**src/rtl/pes_tlc_farm_req.sv**
```systemverilog
// Farm-road request generator: debounces the loop detector, counts waiting
// cars, drives the controller's C input and flags unsafe light combinations.
module pes_tlc_farm_req #(
    parameter int DEBOUNCE_CYC = 4,
    parameter int CNT_W        = 4
) (
    input  logic             clk,
    input  logic             rst_n,
    input  logic             car_raw,
    input  logic [2:0]       light_highway,
    input  logic [2:0]       light_farm,
    output logic             C,
    output logic [CNT_W-1:0] car_count,
    output logic             conflict_err
);

    localparam logic [2:0] GREEN  = 3'b001;
    localparam logic [2:0] YELLOW = 3'b010;
    localparam logic [2:0] RED    = 3'b100;

    localparam logic [CNT_W-1:0] CNT_MAX  = '1;
    localparam logic [3:0]       STAB_END = 4'(DEBOUNCE_CYC - 1);

    typedef enum logic [1:0] {
        IDLE  = 2'd0,
        REQ   = 2'd1,
        GRANT = 2'd2
    } state_t;

    logic       sync_q1;
    logic       sync_q2;
    logic [3:0] stab_cnt;
    logic       car_present;
    logic       car_present_q;
    logic       arrival;
    logic       farm_green;
    logic       light_bad;
    state_t     state;
    state_t     state_nxt;

    assign arrival    = car_present & ~car_present_q;
    assign farm_green = (light_farm == GREEN);

    // Unsafe when neither road shows red, or either vector is malformed.
    assign light_bad = ((light_highway != RED) && (light_farm != RED))
                     || !(light_highway inside {GREEN, YELLOW, RED})
                     || !(light_farm inside {GREEN, YELLOW, RED});

    always_ff @(posedge clk or negedge rst_n) begin
        if (!rst_n) begin
            sync_q1 <= 1'b0;
            sync_q2 <= 1'b0;
        end else begin
            sync_q1 <= car_raw;
            sync_q2 <= sync_q1;
        end
    end

    always_ff @(posedge clk or negedge rst_n) begin
        if (!rst_n) begin
            stab_cnt      <= 4'd0;
            car_present   <= 1'b0;
            car_present_q <= 1'b0;
        end else begin
            car_present_q <= car_present;
            if (sync_q2 != car_present) begin
                if (stab_cnt == STAB_END) begin
                    car_present <= sync_q2;
                    stab_cnt    <= 4'd0;
                end else begin
                    stab_cnt <= stab_cnt + 4'd1;
                end
            end else begin
                stab_cnt <= 4'd0;
            end
        end
    end

    // A farm green lets waiting and arriving cars straight through.
    always_ff @(posedge clk or negedge rst_n) begin
        if (!rst_n) begin
            car_count <= '0;
        end else if (farm_green) begin
            car_count <= '0;
        end else if (arrival && (car_count != CNT_MAX)) begin
            car_count <= car_count + 1'b1;
        end
    end

    always_comb begin
        state_nxt = state;
        unique case (state)
            IDLE: begin
                if (farm_green) state_nxt = GRANT;
                else if (car_count != '0) state_nxt = REQ;
            end
            REQ: begin
                if (farm_green) state_nxt = GRANT;
            end
            GRANT: begin
                if ((light_farm == RED) && (light_highway == GREEN))
                    state_nxt = IDLE;
            end
            default: state_nxt = IDLE;
        endcase
    end

    always_ff @(posedge clk or negedge rst_n) begin
        if (!rst_n) begin
            state <= IDLE;
            C     <= 1'b0;
        end else begin
            state <= state_nxt;
            C     <= (state_nxt == REQ);
        end
    end

    always_ff @(posedge clk or negedge rst_n) begin
        if (!rst_n) begin
            conflict_err <= 1'b0;
        end else if (light_bad) begin
            conflict_err <= 1'b1;
        end
    end

endmodule

```
**config.mk**
```make
export PLATFORM = sky130hd
export DESIGN_NAME = pes_tlc_farm_req
export DESIGN_NICKNAME = d
export VERILOG_FILES = /design/src/rtl/pes_tlc_farm_req.sv
export SDC_FILE = /design/constraint.sdc
export NUM_CORES = 1
export LEC_CHECK = 0
export CAP_MARGIN = 40
export CORE_UTILIZATION = 51
export CTS_BUF_LIST = sky130_fd_sc_hd__clkbuf_8
export DETAILED_ROUTE_END_ITERATION = 10
export PLACE_DENSITY = 0.82
export SYNTH_ARGS = -nofsm -noshare
export SYNTH_HDL_FRONTEND = slang
export SYNTH_SLANG_ARGS = --single-unit
```
**constraint.sdc**
```tcl
create_clock -name clk -period 1.71 [get_ports clk]
set_input_delay 0.2565 -clock clk [delete_from_list [all_inputs] [get_ports clk]]
set_output_delay 0.2565 -clock clk [all_outputs]
set_load 0.005 [all_outputs]
```
==> results of run 1 <==
[sequential cells by signal (all words and copies together), names as in the netlist]
register / flops
C: 1
car_present: 1
conflict_err: 1
state: 2
car_present_q: 1
stab_cnt: 4
sync_q1: 1
car_count: 4
sync_q2: 1
[cell usage after synthesis (all sizes together)]
library cell  instances  area (µm²)
o2111ai               1        8.76
nand3                 5        25.0
or4b                  1        13.8
nor2b                 1        6.26
nor4b                 1        8.76
a211oi                1        7.51
o2bb2ai               1        8.76
mux2                  1        11.3
o21ai                 3        15.0
nand3b                1        7.51
nor3                  5        25.0
a41oi                 1        8.76
and2b                 1        7.51
and3                  1        6.26
xnor2                 2        17.5
dfrtp                16         400
and4b                 1        10.0
nor3b                 3        27.5
xor2                  2        17.5
nand2b                3        18.8
a21oi                 4        20.0
o32ai                 1        8.76
inv                   5        18.8
ha                    3        37.5
nor2                  1        3.75
[per-layer routing]
metal	track usage (%)	part of all wire (%)
met2	36.7	49
met1	23.3	42
met4	12.9	1.9
met5	0	0
met3	3.33	7.1
[power breakdown]
part / switching [mW] / internal, mW
registers: 0.102 / 0.483
clock network: 0.130 / 0.204
logic: 0.163 / 0.213
total: 0.395 / 0.901
[layout make-up]
class	count	share of cell area, %
inverters	5	1.89
multi-input cells	44	32.4
well taps	15	1.89
repair buffers	19	17.9
flip-flops and latches	16	40.4
clock buffers	4	5.55
[how the worst max path moves through the flow]
stage	to	depth (start not counted)	startpoint	slack [ns]
4_1_cts	car_count[2]	1	car_count[2]	0.20
3_3_place_gp	conflict_err	4	light_highway[2]	0.06
2_1_floorplan	car_present	3	stab_cnt[0]	0.48
6_report	car_count[2]	1	car_count[2]	0.19
3_5_place_dp	conflict_err	4	light_highway[2]	0.009
5_1_grt	car_count[2]	1	car_count[2]	0.14
[placed cells by master, fill, tap and decap left out]
cell	instances
a41oi_1	1
mux2_2	1
clkbuf_8	4
and2b_1	1
xnor2_1	2
clkdlybuf4s50_1	14
a211oi_1	1
nor3b_2	1
nor2_1	1
o2bb2ai_1	1
inv_1	5
and4b_1	1
nand3_1	5
ha_1	3
o2111ai_1	1
and3_1	1
xor2_1	2
nand2b_1	3
o21ai_0	3
a21oi_1	4
dfrtp_1	16
nor3b_1	2
o32ai_1	1
or4b_4	1
nor3_1	5
nor4b_1	1
nand3b_1	1
nor2b_1	1
buf_4	5
[cells by family (layout without fill, tap and decap cells)]
| family | after synthesis | after routing | share of synthesized area (%) |
|---|---|---|---|
| buffers and inverters | 5 | 28 | 2.53 |
| adders and majority gates | 3 | 3 | 5.07 |
| xor gates and xnor gates | 4 | 4 | 4.73 |
| muxes | 1 | 1 | 1.52 |
| DFF | 16 | 16 | 54.1 |
| AOI/OAI and AO/OA | 12 | 12 | 10.5 |
| and+or+nand+nor | 24 | 24 | 21.6 |
[stage by stage]
stage / hold WS [ns] / utilization (%) / total power, mW / cell area (µm²)
floorplan: -0.0391 / - / 0.774 / 741
global placement: 0.332 / 70.3 / 0.940 / 937
detailed placement: 0.336 / 70.3 / 0.960 / 937
CTS: 0.333 / 74.4 / 1.30 / 992
global route: 0.349 / 74.4 / 1.37 / 992
finish: 0.320 / 74.4 / 1.30 / 992
==> impl_metrics.tcl, run 1 <==
set metrics [dict create \
    status "finished, final reports clean" \
    start_kind "flop" \
    cts.sink_count 16 \
    ys_seq_elements 16 \
    drtIter0Drc 10 \
    nets 101 \
    drtPass1Iterations 4 \
    finalHoldViolations 0 \
    peakVddDrop_v 0.000836 \
    fin_crit_ns 1.52 \
    fin_tns_setup_ns 0 \
    crit_fanout 8 \
    synth_warnings 0 \
    cts_tree "built" \
    path_clk_slew_ns 0.07 \
    die_y_um 40.1 \
    syn_inst 65 \
    synth.avg_cell_area_um2 11.4 \
    dieArea_um2 1610 \
    grt_pass1_wl_um 2130 \
    hold_buffers 0 \
    grt_usage_pct 20.9 \
    path_delay_family "buffers and inverters" \
    wl_per_cell_um 13.8 \
    post_cts_buffers 0 \
    r2r_end "car_present" \
    drv_slew 0 \
    setup_violations 0 \
    maxSlewHeadroom_pct 74.4 \
    hpwl_um 1010 \
    drt-total-wl_um 1430 \
    htree_num_levels 1 \
    path_buf_inv 1 \
    grt_max_degree 17 \
    portBuffers 14 \
    die_w_um 40.1 \
    cts_made_buffers 3 \
    via_count 586 \
    regArea_um2 400 \
    cts_root_buf "clkbuf_8" \
    cts.repair.resized 0 \
    grt_antenna_before_repair 0 \
    drive_above_1_share_pct 13.6 \
    multi_input_area_um2 322 \
    cp.required_ns 1.45 \
    grt_overflow 0 \
    drv_cap 0 \
    place_ws_ns 0.00881 \
    ant_nets 0 \
    place_inst 99 \
    num_io_pins 15 \
    yosysSeqAreaShare_pct 54.1 \
    cts.path.max_buffers 2 \
    worst_pin_slew_ns 0.379 \
    skew_ns 0.00554 \
    drcViolationCount 0 \
    rsz0062_at_grt "no" \
    insertion_delay_ns 0.25 \
    diodes 0 \
    hold_class "input port to asynchronous set/reset pin" \
    crit_type "flop to output port" \
    critPathMaxStageDelay_ns 0.55 \
    crit_slowest_cell "clkdlybuf4s50_1" \
    p_leak_nw 0.429 \
    fin_crit_sh_pct 88.8 \
    grt_pass1_vias 537 \
    reg2reg_depth 3 \
    power_density_nw_per_um2 1310 \
    ys_types 26 \
    end_kind "output port" \
    gp_congestion 0.717 \
    reg2reg_slack_ns 0.38 \
    syn-num-nets 77 \
    viasPerCell 5.69 \
    syn2layout_area_growth_pct 34.0 \
    r2r_start "stab_cnt[0]" \
    cp.arrival_ns 1.26 \
    fillerInstances 99 \
    core_um2 1330 \
    timing.fmax_mhz 658 \
    synth_area_um2 741 \
    crit_chain "clkdlybuf4s50_1" \
    stdcell_count 103 \
    start_util_pct 55.5 \
    fin_ws_ns 0.191 \
    row_count 13 \
]
(Power assumes the default switching activity.)
==> inputs of run 2 (changes only) <==
Settings changed: CORE_MARGIN from default to 2.
==> run 2 against run 1 <==
- design area is the same
- clock power hardly changed
- combinational power about the same
- maximum frequency shrank 0.60%
- worst hold slack lost 0.0071 ns
- largest power group unchanged
- global-route usage down 2.0 points
- critical path depth stayed put
- first-iteration DRC count stayed put
- utilization stayed put
- setup slack worse by 0.0092 ns
- via count fell by 1.5%
- final cell count unchanged
==> impl_metrics.tcl, run 2 (synthesis gave the netlist of run 1 again) <==
set metrics [dict create \
    post_cts_buffers 0 \
    critPathMaxStageDelay_ns 0.55 \
    drtIter0Drc 10 \
    start_kind "flop" \
    power_density_nw_per_um2 1300 \
    crit_fanout 8 \
    die_y_um 42.1 \
    reg2reg_slack_ns 0.34 \
    final_cell_mix "dfrtp_1 (16), clkdlybuf4s50_1 (14)" \
    path_delay_family "buffers and inverters" \
    peakVddDrop_v 0.000832 \
    cp.arrival_ns 1.27 \
    grt_antenna_before_repair 0 \
    drcViolationCount 0 \
    ant_nets 0 \
    syn2layout_area_growth_pct 34.0 \
    wl_met2_um 670 \
    setup_violations 0 \
    final_common_cell "dfrtp_1" \
    grt_overflow 0 \
    start_util_pct 55.5 \
    grt_max_degree 17 \
    wl_per_cell_um 13.9 \
    timing.fmax_mhz 654 \
    fin_crit_ns 1.53 \
    end_kind "output port" \
    drtPass1Iterations 4 \
    gp_congestion 0.786 \
    grt_pass1_wl_um 2460 \
    cts.repair.resized 0 \
    viasPerCell 5.60 \
    topRoutingLayerUsed "met4" \
    hold_buffers 0 \
    insertion_delay_ns 0.25 \
    fin_ws_ns 0.182 \
    crit_chain "clkdlybuf4s50_1" \
    place_ws_ns 0.0144 \
    finalHoldViolations 0 \
    hpwl_um 970 \
    rsz0062_at_grt "no" \
    worst_pin_slew_ns 0.373 \
    drv_cap 0 \
    htree_num_levels 1 \
    maxSlewHeadroom_pct 74.8 \
    path_clk_slew_ns 0.07 \
    skew_ns 0.00521 \
    cts_made_buffers 3 \
    drv_slew 0 \
    cp.required_ns 1.45 \
    grt_usage_pct 18.9 \
    top_regs "car_count: 4 flops, stab_cnt: 4 flops, state: 2 flops" \
    fin_tns_setup_ns 0 \
    crit_slowest_cell "clkdlybuf4s50_1" \
    m1WireLength_um 659 \
    portBuffers 14 \
    cts_tree "built" \
    drt-total-wl_um 1430 \
    grt_pass1_vias 536 \
    crit_type "flop to output port" \
    core_um2 1330 \
    die_w_um 42.1 \
    row_count 13 \
    diodes 0 \
    status "finished, final reports clean" \
    dieArea_um2 1770 \
    nets 101 \
    p_leak_nw 0.429 \
    drive_above_1_share_pct 13.6 \
    cts.sink_count 16 \
    cts.path.max_buffers 2 \
    num_io_pins 15 \
    cts_root_buf "clkbuf_8" \
    hold_class "input port to asynchronous set/reset pin" \
    wl_met3_um 80 \
    via_count 577 \
    fin_crit_sh_pct 89.4 \
    path_buf_inv 1 \
]
==> run 2: cell counts in the layout (fill, tap and decap cells not counted) <==
No cell type changed its count.
==> run 2: per-stage QoR <==
stage	std cells	instance area, µm²	total power, mW	utilization, %	hold slack (ns)
6_report	103	992	1.29	74.4	0.313
4_1_cts	103	992	1.30	74.4	0.318
2_1_floorplan	65	741	0.774	-	-0.0391
5_1_grt	103	992	1.38	74.4	0.354
3_5_place_dp	99	937	0.949	70.3	0.345
3_3_place_gp	99	937	0.939	70.3	0.337
==> run 2: where the power goes <==
part	switching [mW]	total, mW	internal (mW)
Sequential	0.101	0.584	0.483
Clock	0.128	0.333	0.204
Combinational	0.159	0.374	0.214
==> run 2: metal layers <==
layer	vias to the layer above	global-route usage [%]
met5	-	0
met4	0	7.50
met3	4	7.33
met2	18	28.4
met1	275	24.6
li1	280	-
==> run 2: area by class of cell <==
class | count | area [µm²]
clock buffers | 4 | 55.1
multi-input cells | 44 | 322
well taps | 15 | 18.8
flip-flops and latches | 16 | 400
repair buffers | 19 | 178
fillers | 94 | 342
inverters | 5 | 18.8
==> run 2: worst paths after layout <==
path / startpoint / endpoint / depth (start not counted)
max in group asynchronous: rst_n / stab_cnt[2] / 2
min in group clk: sync_q1 / sync_q2 / 0
min reg2reg: sync_q1 / sync_q2 / 0
max reg2reg: stab_cnt[0] / car_present / 3
max: car_count[2] / car_count[2] / 1
min: rst_n / car_count[0] / 2
==> inputs of run 3 (changes only) <==
Settings changed: ABC_AREA from default to 1, CORE_UTILIZATION 51 to 52, PLACE_DENSITY 0.82 to 0.83.
==> run 3 against run 2 <==
- non-clock buffer count fell by 4
- utilization fell by 0.25 points
- sequential power barely moved
- count of clock-buffer cells in the layout did not move
- via count rose by 12%
- final cell count rose by 21%
- wire length rose by 3.8%
- highest routed layer unchanged
- sequential share of layout area fell by 0.35 points
- first-iteration DRC count rose by 70%
==> impl_metrics.tcl, run 3 <==
set metrics [dict create \
    core_um2 1350 \
    reg2reg_depth 6 \
    r2r_end "car_count[0]" \
    netlist_top_cells_area "dfrtp_1 (51%), nand3_1 (8.3%), nand2_1 (7.7%)" \
    seqPwrFrac_pct 43.1 \
    cts.sink_count 16 \
    grt_pass1_wl_um 2580 \
    cts_made_buffers 3 \
    fillerInstances 106 \
    synth_flop_cell "dfrtp_1" \
    crit_chain "clkdlybuf4s50_1" \
    via_count 649 \
    p_clk_share_pct 24.3 \
    path_delay_family "buffers and inverters" \
    top_regs "car_count: 4 flops, stab_cnt: 4 flops, state: 2 flops" \
    path_clk_slew_ns 0.06 \
    post_cts_buffers 0 \
    drt-total-wl_um 1490 \
    rsz0062_at_grt "no" \
    synth_edf_count 0 \
    start_util_pct 57.7 \
    path_buf_inv 1 \
    maxSlewHeadroom_pct 80.6 \
    finalHoldViolations 0 \
    synth_top_area_cell "dfrtp_1" \
    p_switching_uw 451 \
    power.internal_uw 909 \
    swShare_pct 33.2 \
    hold_class "input port to asynchronous set/reset pin" \
    grt_usage_pct 19.3 \
    syn2layout_area_growth_pct 28.4 \
    drive_above_1_share_pct 9.09 \
    reg2reg_slack_ns 0.48 \
    die_w_um 42.7 \
    yosysSeqAreaShare_pct 51.4 \
    drcViolationCount 0 \
    fin_util_pct 74.1 \
    async_reset_ff_share_pct 100 \
    design_area_um2 1000 \
    viasPerCell 5.19 \
    ant_nets 0 \
    synth_warnings 0 \
    diodes 0 \
    grt_overflow 0 \
    fin_tns_setup_ns 0 \
    cp.required_ns 1.45 \
    place_ws_ns 0.298 \
    p_leak_nw 0.516 \
    grt_pass1_vias 626 \
    synth.avg_cell_area_um2 8.57 \
    drtPass1Iterations 4 \
    p_comb_share_pct 32.6 \
    fin_ws_ns 0.200 \
    wl_per_cell_um 11.9 \
    gp_congestion 0.918 \
    fin_crit_ns 1.51 \
    setup_violations 0 \
    portBuffers 14 \
    synth_commonest_cells "dfrtp_1 (16), nand2_1 (16), inv_1 (13), nand3_1 (13), nor2_1 (8)" \
    hpwl_um 1170 \
    dpl_cell_area_um2 946 \
    cp-startpoint "car_count[2]" \
    cts_root_buf "clkbuf_8" \
    start_kind "flop" \
    crit_type "flop to output port" \
    timing.fmax_mhz 662 \
    dieArea_um2 1820 \
    peakVddDrop_v 0.000768 \
    num_io_pins 15 \
    ys_seq_elements 16 \
    cp.arrival_ns 1.25 \
    drv_cap 0 \
    skew_ns 0.00141 \
    drtIter0Drc 17 \
    crit_fanout 7 \
    end_kind "output port" \
    synth_area_um2 779 \
    status "finished, final reports clean" \
    critPathMaxStageDelay_ns 0.55 \
    r2r_start "car_count[0]" \
    cts.repair.resized 0 \
    die_y_um 42.7 \
    grt_max_degree 17 \
    syn_inst 91 \
    drv_slew 0 \
    fin_crit_sh_pct 88.3 \
    nets 123 \
    syn-num-nets 103 \
    grt_antenna_before_repair 0 \
    netlist.area_leader.share_pct 51.4 \
    cts.path.max_buffers 2 \
    crit_slowest_cell "clkdlybuf4s50_1" \
    hold_buffers 0 \
    worst_pin_slew_ns 0.291 \
    htree_num_levels 1 \
    ys_types 17 \
    insertion_delay_ns 0.25 \
    power_density_nw_per_um2 1360 \
    final_cell_mix "dfrtp_1 (16), nand2_1 (16), clkdlybuf4s50_1 (14), inv_1 (13), nand3_1 (13)" \
    row_count 13 \
    cts_tree "built" \
]
run 3: metrics by stage:
stage | std cells | hold WS [ns] | total power, mW
2_1_floorplan | 91 | -0.0391 | 0.845
3_3_place_gp | 121 | 0.337 | 1.00
3_5_place_dp | 121 | 0.341 | 1.04
4_1_cts | 125 | 0.340 | 1.37
5_1_grt | 125 | 0.346 | 1.47
6_report | 125 | 0.327 | 1.36
run 3: cell families (layout without fill, tap and decap cells):
family	after synthesis	count (layout)	share of synthesized area (%)
flops	16	16	51.4
compound gates	6	6	3.85
xor+xnor	4	4	4.50
simple gates	46	46	27.8
fa+ha+maj	3	3	4.82
buf+inv	16	35	7.70
run 3: power by group through the flow:
stage / Sequential, mW / Clock [mW] / Combinational (mW)
floorplan: 0.579 / 0 / 0.266
global placement: 0.583 / 0 / 0.421
detailed placement: 0.593 / 0 / 0.444
CTS: 0.587 / 0.338 / 0.446
global route: 0.599 / 0.354 / 0.515
finish: 0.586 / 0.331 / 0.443
run 3: final cells by class:
class                   instances  area (µm²)  area share [%]
flip-flops and latches         16         400            40.0
multi-input cells              59         319            31.9
inverters                      16        60.1            6.00
clock buffers                   4        55.1            5.50
well taps                      15        18.8            1.88
repair buffers                 15         148            14.8
run 3: per-layer routing:
| layer | up-vias | GRT usage, % | part of all wire, % | wire (µm) |
|---|---|---|---|---|
| li1 | 327 | - | - | - |
| met1 | 299 | 22.0 | 42 | 626 |
| met2 | 19 | 32.1 | 51 | 757 |
| met3 | 4 | 7.23 | 5.4 | 80 |
| met4 | 0 | 8.13 | 1.4 | 21 |
| met5 | - | 0 | 0 | 0 |
run 3: how the worst max path moves through the flow:
stage          slack, ns           end  depth (start not counted)
2_1_floorplan       0.62  car_count[3]                          7
3_3_place_gp        0.36  conflict_err                          5
3_5_place_dp        0.30  car_count[2]                          7
4_1_cts             0.19  car_count[2]                          1
5_1_grt             0.14  car_count[2]                          1
6_report            0.20  car_count[2]                          1
